[src/rtl/reservoir_pkg.sv]
// Shared definitions for the time-multiplexed reservoir: sequencer states,
// index-width helper and default sizing used by the node-register and readout blocks.
package reservoir_pkg;

  typedef enum logic [1:0] {
    IDLE    = 2'd0,
    COMPUTE = 2'd1,
    DONE    = 2'd2
  } state_e;

  localparam int N_NODES_DEF = 16;
  localparam int MAC_LAT_DEF = 2;
  localparam int DATA_W      = 16;

  // Width of a node index; a single node still needs a 1-bit select.
  function automatic int idx_w(input int n);
    return (n <= 2) ? 1 : $clog2(n);
  endfunction

endpackage

[src/rtl/onehot_decoder.sv]
// Index-to-one-hot decoder with enable; drives node-register write enables
// and the readout mux select.
module onehot_decoder #(
  parameter int N_OUT = 16,
  parameter int IDX_W = 4
) (
  input  logic [IDX_W-1:0] idx,
  input  logic             en,
  output logic [N_OUT-1:0] onehot
);

  always_comb begin
    onehot = '0;
    for (int i = 0; i < N_OUT; i++) begin
      onehot[i] = en && (idx == IDX_W'(i));
    end
  end

endmodule

[src/rtl/reservoir_node_sequencer.sv]
// Sequencer for the shared reservoir node datapath: accepts a sample, walks
// every virtual node for MAC_LAT cycles each, then offers the state vector.
module reservoir_node_sequencer
  import reservoir_pkg::*;
#(
  parameter int N_NODES = N_NODES_DEF,
  parameter int MAC_LAT = MAC_LAT_DEF,
  parameter int CNT_W   = 16,
  localparam int IDX_W  = idx_w(N_NODES)
) (
  input  logic               clk,
  input  logic               rst_n,
  input  logic               in_valid,
  output logic               in_ready,
  output logic               sample_en,
  output logic [IDX_W-1:0]   node_sel,
  output logic [N_NODES-1:0] node_en,
  output logic               out_valid,
  input  logic               out_ready,
  output logic               busy,
  output logic [CNT_W-1:0]   sample_cnt
);

  localparam int             LAT_W     = 4;
  localparam logic [LAT_W-1:0] LAT_LAST  = LAT_W'(MAC_LAT - 1);
  localparam logic [IDX_W-1:0] NODE_LAST = IDX_W'(N_NODES - 1);

  state_e             state_q, state_d;
  logic [IDX_W-1:0]   node_sel_q, node_sel_d;
  logic [LAT_W-1:0]   lat_cnt_q, lat_cnt_d;
  logic [CNT_W-1:0]   sample_cnt_q, sample_cnt_d;
  logic               win_end;
  logic               node_fire;

  always_ff @(posedge clk or negedge rst_n) begin
    if (!rst_n) begin
      state_q      <= IDLE;
      node_sel_q   <= '0;
      lat_cnt_q    <= '0;
      sample_cnt_q <= '0;
    end else begin
      state_q      <= state_d;
      node_sel_q   <= node_sel_d;
      lat_cnt_q    <= lat_cnt_d;
      sample_cnt_q <= sample_cnt_d;
    end
  end

  assign win_end = (lat_cnt_q == LAT_LAST);

  always_comb begin
    state_d      = state_q;
    node_sel_d   = node_sel_q;
    lat_cnt_d    = lat_cnt_q;
    sample_cnt_d = sample_cnt_q;
    case (state_q)
      IDLE: begin
        if (in_valid) begin
          state_d    = COMPUTE;
          node_sel_d = '0;
          lat_cnt_d  = '0;
        end
      end
      COMPUTE: begin
        if (win_end) begin
          lat_cnt_d = '0;
          if (node_sel_q == NODE_LAST) begin
            state_d      = DONE;
            node_sel_d   = '0;
            sample_cnt_d = sample_cnt_q + CNT_W'(1);
          end else begin
            node_sel_d = node_sel_q + IDX_W'(1);
          end
        end else begin
          lat_cnt_d = lat_cnt_q + LAT_W'(1);
        end
      end
      DONE: begin
        if (out_ready) begin
          state_d = IDLE;
        end
      end
      default: begin
        state_d    = IDLE;
        node_sel_d = '0;
        lat_cnt_d  = '0;
      end
    endcase
  end

  // Reset leaves the state at IDLE, so in_ready is gated to stay low while held.
  assign in_ready   = rst_n && (state_q == IDLE);
  assign sample_en  = in_ready && in_valid;
  assign out_valid  = (state_q == DONE);
  assign busy       = (state_q != IDLE);
  assign node_sel   = node_sel_q;
  assign sample_cnt = sample_cnt_q;
  assign node_fire  = (state_q == COMPUTE) && win_end;

  onehot_decoder #(
    .N_OUT (N_NODES),
    .IDX_W (IDX_W)
  ) u_node_dec (
    .idx    (node_sel_q),
    .en     (node_fire),
    .onehot (node_en)
  );

endmodule

[config.mk]
export PLATFORM = sky130hd
export DESIGN_NAME = reservoir_node_sequencer
export DESIGN_NICKNAME = d
export VERILOG_FILES = /design/src/rtl/reservoir_pkg.sv /design/src/rtl/onehot_decoder.sv /design/src/rtl/reservoir_node_sequencer.sv
export SDC_FILE = /design/constraint.sdc
export NUM_CORES = 1
export LEC_CHECK = 0
export BUFFER_PORTS_ARGS = -buffer_cell sky130_fd_sc_hd__clkbuf_2
export CAP_MARGIN = 5
export CORE_AREA = 2 2 67 69
export DETAILED_ROUTE_END_ITERATION = 10
export DIE_AREA = 0 0 69 71
export PLACE_DENSITY = 0.62
export SYNTH_ARGS = -nofsm -noshare
export SYNTH_HDL_FRONTEND = slang
export SYNTH_HIERARCHICAL = 1
export SYNTH_SLANG_ARGS = --single-unit
[constraint.sdc]
create_clock -name clk -period 4.9 [get_ports clk]
set_input_delay 0.245 -clock clk [delete_from_list [all_inputs] [get_ports clk]]
set_output_delay 0.245 -clock clk [all_outputs]
set_load 0.02 [all_outputs]
### Word-level counts from Yosys, hierarchy flattened

Cells that the tools add are included.
Widths: inputs -> output; s select.

* add/subtract/negate cells: 3
* equality and inequality tests: 22
* mux-type cells: 11
* bitwise gates (word level): 1
* reductions and logical operators: 26

Operators with widths (count)
* $eq 4x4->1 const B: 8
* $pmux 4 s3: 2
* $logic_and 1x1->1: 19
* $add 16x1->16 const B: 1
* $eq 4x3->1 const B: 4
* $mux 4: 4
* $add 4x1->4 const B: 2
* $eq 4x1->1 const B: 2
* $eq 4x2->1 const B: 2
* $mux 2: 4
* $ne 2x2->1 const B: 3
* $pmux 2 s3: 1
* $reduce_and 3->1: 2
* $logic_not 4->1: 1
* $reduce_and 4->1: 1
* $eq 2x1->1 const B: 1
* $eq 2x2->1 const B: 1
* $logic_not 2->1: 1
* $ne 2x1->1 const B: 1
* $reduce_and 2->1: 1
* $reduce_bool 2->1: 1
* $not 1->1: 1

* register bits: 26
* input bits: 4
* output and inout port bits: 40
* logic and storage cells: 67

### Longest topological paths before layout

Gate-level depths: netlist of the first run.

* depth in word-level cells: 4
* depth in mapped cells: 7
* gate-level depth less buffers: 6

### Cells and area by module

The synthesis of the first run kept the hierarchy.

Modules (own cells, without submodules)
* reservoir_node_sequencer: instances 1, cells an instance 119, area each 1282.5 um2, seq. area each 650.6 um2
* onehot_decoder: instances 1, cells an instance 23, area each 117.6 um2, seq. area each 0.0 um2

### Worst setup path after synthesis of the first run

OpenSTA, ideal clock, no wires.

* path kind: register to output
* start: register lat_cnt_q[1]
* end: output node_en[1]
* arrival: 2.094 ns
* data required time: 4.655 ns
* path slack: 2.561 ns
* stages on the path, launching flop included: 8
* path through: dfrtp_1 inv_1 ha_1 or3b_1 buf_6 nor2_1 or3b_4 nor2_1

* longest elaborated chain between the ends: 3

RTL lines
* start, declared: line reservoir_node_sequencer.sv:30 `logic [LAT_W-1:0] lat_cnt_q, lat_cnt_d;`
* start signal, assigned: line reservoir_node_sequencer.sv:44 `lat_cnt_q <= lat_cnt_d;`
* $eq 4x1->1: line reservoir_node_sequencer.sv:49 `assign win_end = (lat_cnt_q == LAT_LAST);`
* $logic_and 1x1->1: line reservoir_node_sequencer.sv:98 `assign node_fire = (state_q == COMPUTE) && win_end;`
* named net node_fire: line reservoir_node_sequencer.sv:33 `logic node_fire;`
* $logic_and 1x1->1: line onehot_decoder.sv:15 `onehot[i] = en && (idx == IDX_W'(i));`
* end, declared: line reservoir_node_sequencer.sv:17 `output logic [N_NODES-1:0] node_en,`

The timed path passes the listed nets, and every way through them passes these cells.

### Final worst setup path of the first run

* start: register lat_cnt_q[1]
* end: output node_en[0]

The elaborated chain is that of the path after synthesis.

==> metrics.md, run 1 <==
| Metric | Value |
|---|---|
| Ys Warns | 6 |
| Synthesized area | 0.00140 mm² |
| Post-cts gate resize count | 0 |
| Layout cells sized above 1 | 28.6% |
| # diodes | 0 |
| Status | complete, but fails checks |
| Rows | 24 |
| Detailed-route DRC error count | 0 |
| Worst hold path class | in2async |
| Drt pass-1 iters | 2 |
| Design area | 0.00171 mm² |
| Filler cells | 455 |
| Crit start category | flip-flop |
| H-tree depth | 1 |
| Vias in the first global route | 1058 |
| Clock sink count | 26 |
| Worst reg-to-reg path cell count | 6 |
| Setup Skew | 0.00241 ns |
| Syn Nets | 150 |
| Post-Route Setup TNS | 0 ns |
| Fmax achieved | 347 MHz |
| DR WL/cell | 12.1 µm |
| First-pass GRT wire length | 5040 µm |
| Initial drt markers | 40 |
| Worst EP required | 4.66 ns |
| Post-DP Area | 0.00166 mm² |
| Cells after synthesis | 142 |
| Vias | 1142 |
| Fin Hold WS | -0.0195 ns |
| Clk_lat worst skew | 0.27 ns |
| FF+latch count, synth | 26 |
| Clk pin slew, worst setup/hold paths | 0.09 ns |
| Post-CTS Setup Bufs | 0 |
| Initial Utilization | 33.3% |
| Critical path endpoint | node_en[0] |
| CTS Buf Count | 3 |
| Die area | 0.00490 mm² |
| Final cycle utilization of the critical path | 58.8% |
| Leakage | 0.826 nW |
| Crit path time final | 2.88 ns |
| Register area share after synthesis | 46.5% |
| Leading area contributor after synthesis | dfrtp_1 |
| Port buffer count | 43 |
| CP startpoint | lat_cnt_q[1] |
| Least-Margin Pin Slew | 0.637 ns |
| Synth top area cells | dfrtp_1 (46%), xnor2_1 (8.1%), nor2_1 (5.6%) |
| Area of the multi-input gates | 712 µm² |
| Yosys top cell area share | 46.5% |
| CTS root buf | clkbuf_8 |
| Mapped Avg Cell Area | 9.86 µm² |
| Critical R2R Capture | sample_cnt[9] |
| Final nets | 194 |
| Type of the worst setup path | reg2out |
| Dpl cells | 233 |
| Via-to-Cell Ratio | 4.82 |
| Worst R2R Start | lat_cnt_q[1] |
| Cell Pwr Density | 353 mW/mm² |
| Syn-to-layout area delta | 22.3% |
| Final setup vio count | 0 |
| Die height | 71 µm |
| Total wire length | 2880 µm |
| Cts hold-fix bufs | 0 |
| Most frequent cells in the layout | clkbuf_2 (43), dfrtp_1 (26), nor2_1 (21), xnor2_1 (13), nand3_1 (11) |
| Unrepaired setup endpoints after global routing | false |
| Largest net degree at the start of global routing | 28 |
| CP max FO | 8 |
| Total GRT Usage | 12.3% |
| Global route overflow | 0 |
| # IOs | 44 |
| CTS tree | yes |
| Synth unique cells | 31 |
| Commonest non-fill, non-tap cell in the layout | clkbuf_2 |
| Reg-to-reg slack, setup | 2.80 ns |
| Peak supply drop | 0.111 mV |
| Dpl hpwl | 2140 µm |
| Failing checks | hold timing |
| Initial antenna violation count | 0 |
| Clock Path Buffers | 2 |
| Floorplan die width | 69 µm |
| Final GP Congestion | 0.761 |
| Layout Cells excl Fill | 237 |
| Slew Limit Fails | 0 |
| Core ar. | 0.00420 mm² |
| Relative slew slack | 57.5% |
| Post-detailed-route count of antenna-violating nets | 0 |
| CP Capture Type | output port |
| Final hold vios | 26 |
| Arr. time, crit path | 2.64 ns |
| Max Cap Viol | 0 |
| Register Area | 651 µm² |
-- where the power goes --
part / internal (mW) / leakage (nW) / switching [mW]
registers: 0.247 / 0.345 / 0.0587
logic: 0.0638 / 0.452 / 0.0960
clock network: 0.0718 / 0.0288 / 0.0674
-- stage by stage --
| step | power [mW] | worst slack [ns] | util, % |
|---|---|---|---|
| after floorplan | 0.419 | 2.56 | - |
| after global placement | 0.470 | 2.40 | 39.4 |
| after detailed placement | 0.471 | 2.34 | 39.4 |
| after CTS | 0.609 | 2.03 | 40.7 |
| after global routing | 0.646 | 1.89 | 40.7 |
| final | 0.605 | 2.02 | 40.7 |
-- area by class of cell --
cell class	instances	area share [%]
well taps	52	3.80
inverters	4	0.877
multi-input cells	108	41.6
repair buffers	43	12.6
clock buffers	4	3.21
flip-flops and latches	26	38.0
-- logic make-up after synthesis --
family	count (synthesis)	share of synthesized area (%)
and+or+nand+nor	72	29.6
xor gates and xnor gates	16	10.0
muxes	1	0.804
DFF	26	46.5
AOI/OAI and AO/OA	15	6.88
buffers and inverters	8	2.68
adders and majority gates	4	3.57
-- worst max-delay path: stages, from the launching register on --
cell,delay (ns)
dfrtp_1,0.42
inv_1,0.07
ha_1,0.15
or3b_1,0.53
nor2_1,0.43
or3b_4,0.46
nor3_2,0.12
clkbuf_2,0.19
-- Yosys cell counts (all sizes together) --
| cell type | number |
|---|---|
| a21o | 1 |
| and4 | 2 |
| inv | 4 |
| dfrtp | 26 |
| xor2 | 3 |
| nand2 | 8 |
| ha | 4 |
| a22o | 2 |
| a31oi | 1 |
| nor3 | 5 |
| nand2b | 4 |
| nand3 | 11 |
| and2 | 3 |
| xnor2 | 13 |
| nand4 | 7 |
| a21oi | 2 |
| and3 | 3 |
| nor2 | 21 |
| nand3b | 3 |
| or3b | 2 |
| or2 | 1 |
| nor4 | 2 |
| o21bai | 1 |
| a32o | 1 |
| buf | 1 |
| o21ai | 6 |
| clkbuf | 3 |
| a211oi | 1 |
| mux2 | 1 |
-- metal layers --
layer / part of all wire [%] / global-route usage [%]
met3: 1.8 / 1.28
met1: 52 / 18.2
met4: 0.94 / 4.58
met5: 0 / 0
met2: 45 / 18.6
-- state kept, by name, indices dropped and copies added, names as in the netlist --
register	flops
lat_cnt_q	4
state_q	2
sample_cnt	16
node_sel	4
-- worst min path at each step --
stage                from             end  slack (ns)  cells after the start
global route        rst_n  sample_cnt[15]        0.04                      1
detailed placement  rst_n  sample_cnt[15]        0.31                      1
CTS                 rst_n  sample_cnt[14]        0.02                      1
global placement    rst_n  sample_cnt[14]        0.31                      1
finish              rst_n  sample_cnt[14]       -0.02                      1
floorplan           rst_n    lat_cnt_q[0]       -0.05                      0
Note: power is estimated with default switching activity, not from simulation.
==> run 2, diff against run 1 <==
==> constraint.sdc (replaced) <==
create_clock -name clk -period 2.7 [get_ports clk]
set_input_delay 0.135 -clock clk [delete_from_list [all_inputs] [get_ports clk]]
set_output_delay 0.135 -clock clk [all_outputs]
set_load 0.02 [all_outputs]
==> run 2 against run 1 <==
The flow now finishes without violations. Sequential power increased by 81%. Setup slack got worse by 1.7 ns. Hold slack better by 0.13 ns. Final area grew 1.9%. Critical path depth increased by 1. Clock power rose by 78%. Final cell count is 1.7% higher. Via count up 1.1%. Combinational power is 91% higher. Utilization increased by 0.77 points. Clock skew decreased by 0.00066 ns. Critical endpoint unchanged. Highest routed layer unchanged. Register-to-register slack lost 2.2 ns.
==> metrics.md, run 2 (synthesized netlist as in run 1, its figures left out) <==
| Metric | Value |
|---|---|
| Status | finished clean |
| Total wire length | 2900 µm (+0.66%) |
| Type of the worst setup path | reg2out |
| Max Cap Viol | 0 (unchanged) |
| Vias | 1155 (+1.1%) |
| Hold Path Origin | out_ready |
| # diodes | 0 (unchanged) |
| Int Power | 706 µW (+84%) |
| Dpl hpwl | 2150 µm (+0.65%) |
| Slew Limit Fails | 0 (unchanged) |
| Commonest non-fill, non-tap cell in the layout | clkbuf_2 |
| # IOs | 44 (unchanged) |
| Part of the power in the clock network | 22.4% (-0.6 points) |
| Final hold vios | 0 (-100%) |
| Least-Margin Pin Slew | 0.606 ns (-0.0313 ns) |
| Worst Hold End | state_q[1] |
| Switching Share | 36.2% (-0.54 points) |
| Arr. time, crit path | 2.24 ns (-0.40 ns) |
| Worst hold path depth | 3 |
| Final GP Congestion | 0.709 (-6.8%) |
| Total GRT Usage | 12.3% (+0.041 points) |
| Combinational Power Share | 27.6% (+1.2 points) |
| Cell Pwr Density | 634 mW/mm² (+80%) |
| Final nets | 198 (+2.1%) |
| Clk pin slew, worst setup/hold paths | 0.09 ns (about the same) |
| PnR worst setup slack | 0.327 ns (-1.69 ns) |
| CTS Buf Count | 3 (unchanged) |
| CTS root buf | clkbuf_8 |
| Flop pwr share | 50.0% (-0.6 points) |
| CTS tree | yes |
| Die area | 0.00490 mm² (unchanged) |
| Largest net degree at the start of global routing | 28 (unchanged) |
| Largest register FFs | 16 (unchanged) |
| Post-cts gate resize count | 0 (unchanged) |
| CP Capture Type | output port |
| Critical R2R Capture | sample_cnt[13] |
| Port buffer count | 43 (unchanged) |
| Final Util | 41.5% (+0.77 points) |
| Fmax achieved | 421 MHz |
| DR WL/cell | 12.0 µm (-1.0%) |
| Layout cells sized above 1 | 29.6% (+0.98 points) |
| Peak supply drop | 0.190 mV (+72%) |
| Syn-to-layout area delta | 24.7% |
| Worst EP required | 2.57 ns (-2.09 ns) |
| Relative slew slack | 59.6% (+2.1 points) |
| Reg-to-reg slack, setup | 0.64 ns (-2.16 ns) |
| Core ar. | 0.00420 mm² (unchanged) |
| Clk_lat worst skew | 0.27 ns (about the same) |
| Final setup vio count | 0 (unchanged) |
| Via-to-Cell Ratio | 4.79 (-0.54%) |
| Worst R2R Start | lat_cnt_q[1] |
| Global route overflow | 0 (unchanged) |
| Worst reg-to-reg path cell count | 7 (+1) |
| Rows | 24 (unchanged) |
| Floorplan die width | 69 µm (unchanged) |
| Clock sink count | 26 (unchanged) |
| Dpl cells | 236 (+1.3%) |
| Die height | 71 µm (unchanged) |
| Drt pass-1 iters | 4 (+2) |
| Layout Cells excl Fill | 241 (+1.7%) |
| Crit start category | flip-flop |
| Initial Utilization | 33.3% (unchanged) |
| Setup Skew | 0.00175 ns (-0.000664 ns) |
| Initial antenna violation count | 0 (unchanged) |
| Post-Route Setup TNS | 0 ns (unchanged) |
| Crit path time final | 2.37 ns |
| H-tree depth | 1 (unchanged) |
| First-pass GRT wire length | 5000 µm (-0.81%) |
| CP max FO | 8 (unchanged) |
| Final cycle utilization of the critical path | 87.9% |
| Initial drt markers | 82 (+110%) |
| Pre-CTS setup slack | 0.624 ns (-1.71 ns) |
| Leakage | 0.845 nW (+2.3%) |
| Vias in the first global route | 1060 (+0.19%) |
| Unrepaired setup endpoints after global routing | false |
| Filler cells | 438 (-3.7%) |
| Detailed-route DRC error count | 0 (unchanged) |
| Clock Path Buffers | 2 (unchanged) |
| PnR Total Power | 1.11 mW (+83%) |
| Most frequent cells in the layout | clkbuf_2 (43), dfrtp_1 (26), nor2_1 (21), xnor2_1 (13), nand3_1 (11) |
| Worst hold path class | in2reg |
| Post-detailed-route count of antenna-violating nets | 0 (unchanged) |
| Net Sw Power | 400 µW (+80%) |
-- run 2: routing by layer --
| layer | global-route usage [%] | part of all wire [%] |
|---|---|---|
| met1 | 18.7 | 52 |
| met2 | 18.1 | 45 |
| met3 | 1.42 | 1.9 |
| met4 | 4.58 | 1.3 |
| met5 | 0 | 0 |
-- run 2: area by class of cell --
type | count | area [µm²] | area share (%)
Multi-Input combinational cell | 108 | 712 | 40.8
Timing Repair Buffer | 47 | 248 | 14.2
Clock buffer | 4 | 55.1 | 3.15
Sequential cell | 26 | 651 | 37.3
Inverter | 4 | 15.0 | 0.860
Tap cell | 52 | 65.1 | 3.73
-- run 2: how the worst max path moves through the flow --
stage,startpoint,cells after the start,end
global route,lat_cnt_q[1],8,node_en[0]
finish,lat_cnt_q[1],8,node_en[0]
detailed placement,lat_cnt_q[1],8,node_en[0]
floorplan,lat_cnt_q[1],7,node_en[1]
CTS,lat_cnt_q[1],8,node_en[0]
global placement,node_sel[0],5,sample_cnt[13]
-- run 2: power groups by stage --
stage | logic [mW] | registers, mW | clock network (mW)
after floorplan | 0.189 | 0.572 | 0
after global placement | 0.303 | 0.559 | 0
after detailed placement | 0.308 | 0.561 | 0
after CTS | 0.308 | 0.554 | 0.258
after global routing | 0.348 | 0.571 | 0.279
final | 0.305 | 0.553 | 0.248
-- run 2: repair_timing --
item,in CTS,in global routing
hold buffers,1,0
buffers inserted,0,0
setup endpoints to repair,0,0
hold endpoints to repair,26,0
-- run 2: worst max-delay path, stage by stage (launching register included) --
cell and delay, ns:
dfrtp_1 0.41, inv_1 0.07, ha_1 0.16, or3b_1 0.37, nor2_1 0.09, buf_4 0.16, or3b_4 0.41, nor3_2 0.11
clkbuf_2 0.19
-- run 2: per-stage QoR --
step                      hold WS [ns]  instance area, µm²
final                            0.110                1750
after global routing             0.130                1750
after CTS                        0.107                1750
after detailed placement         0.152                1680
after global placement           0.155                1680
after floorplan                 -0.161                1400
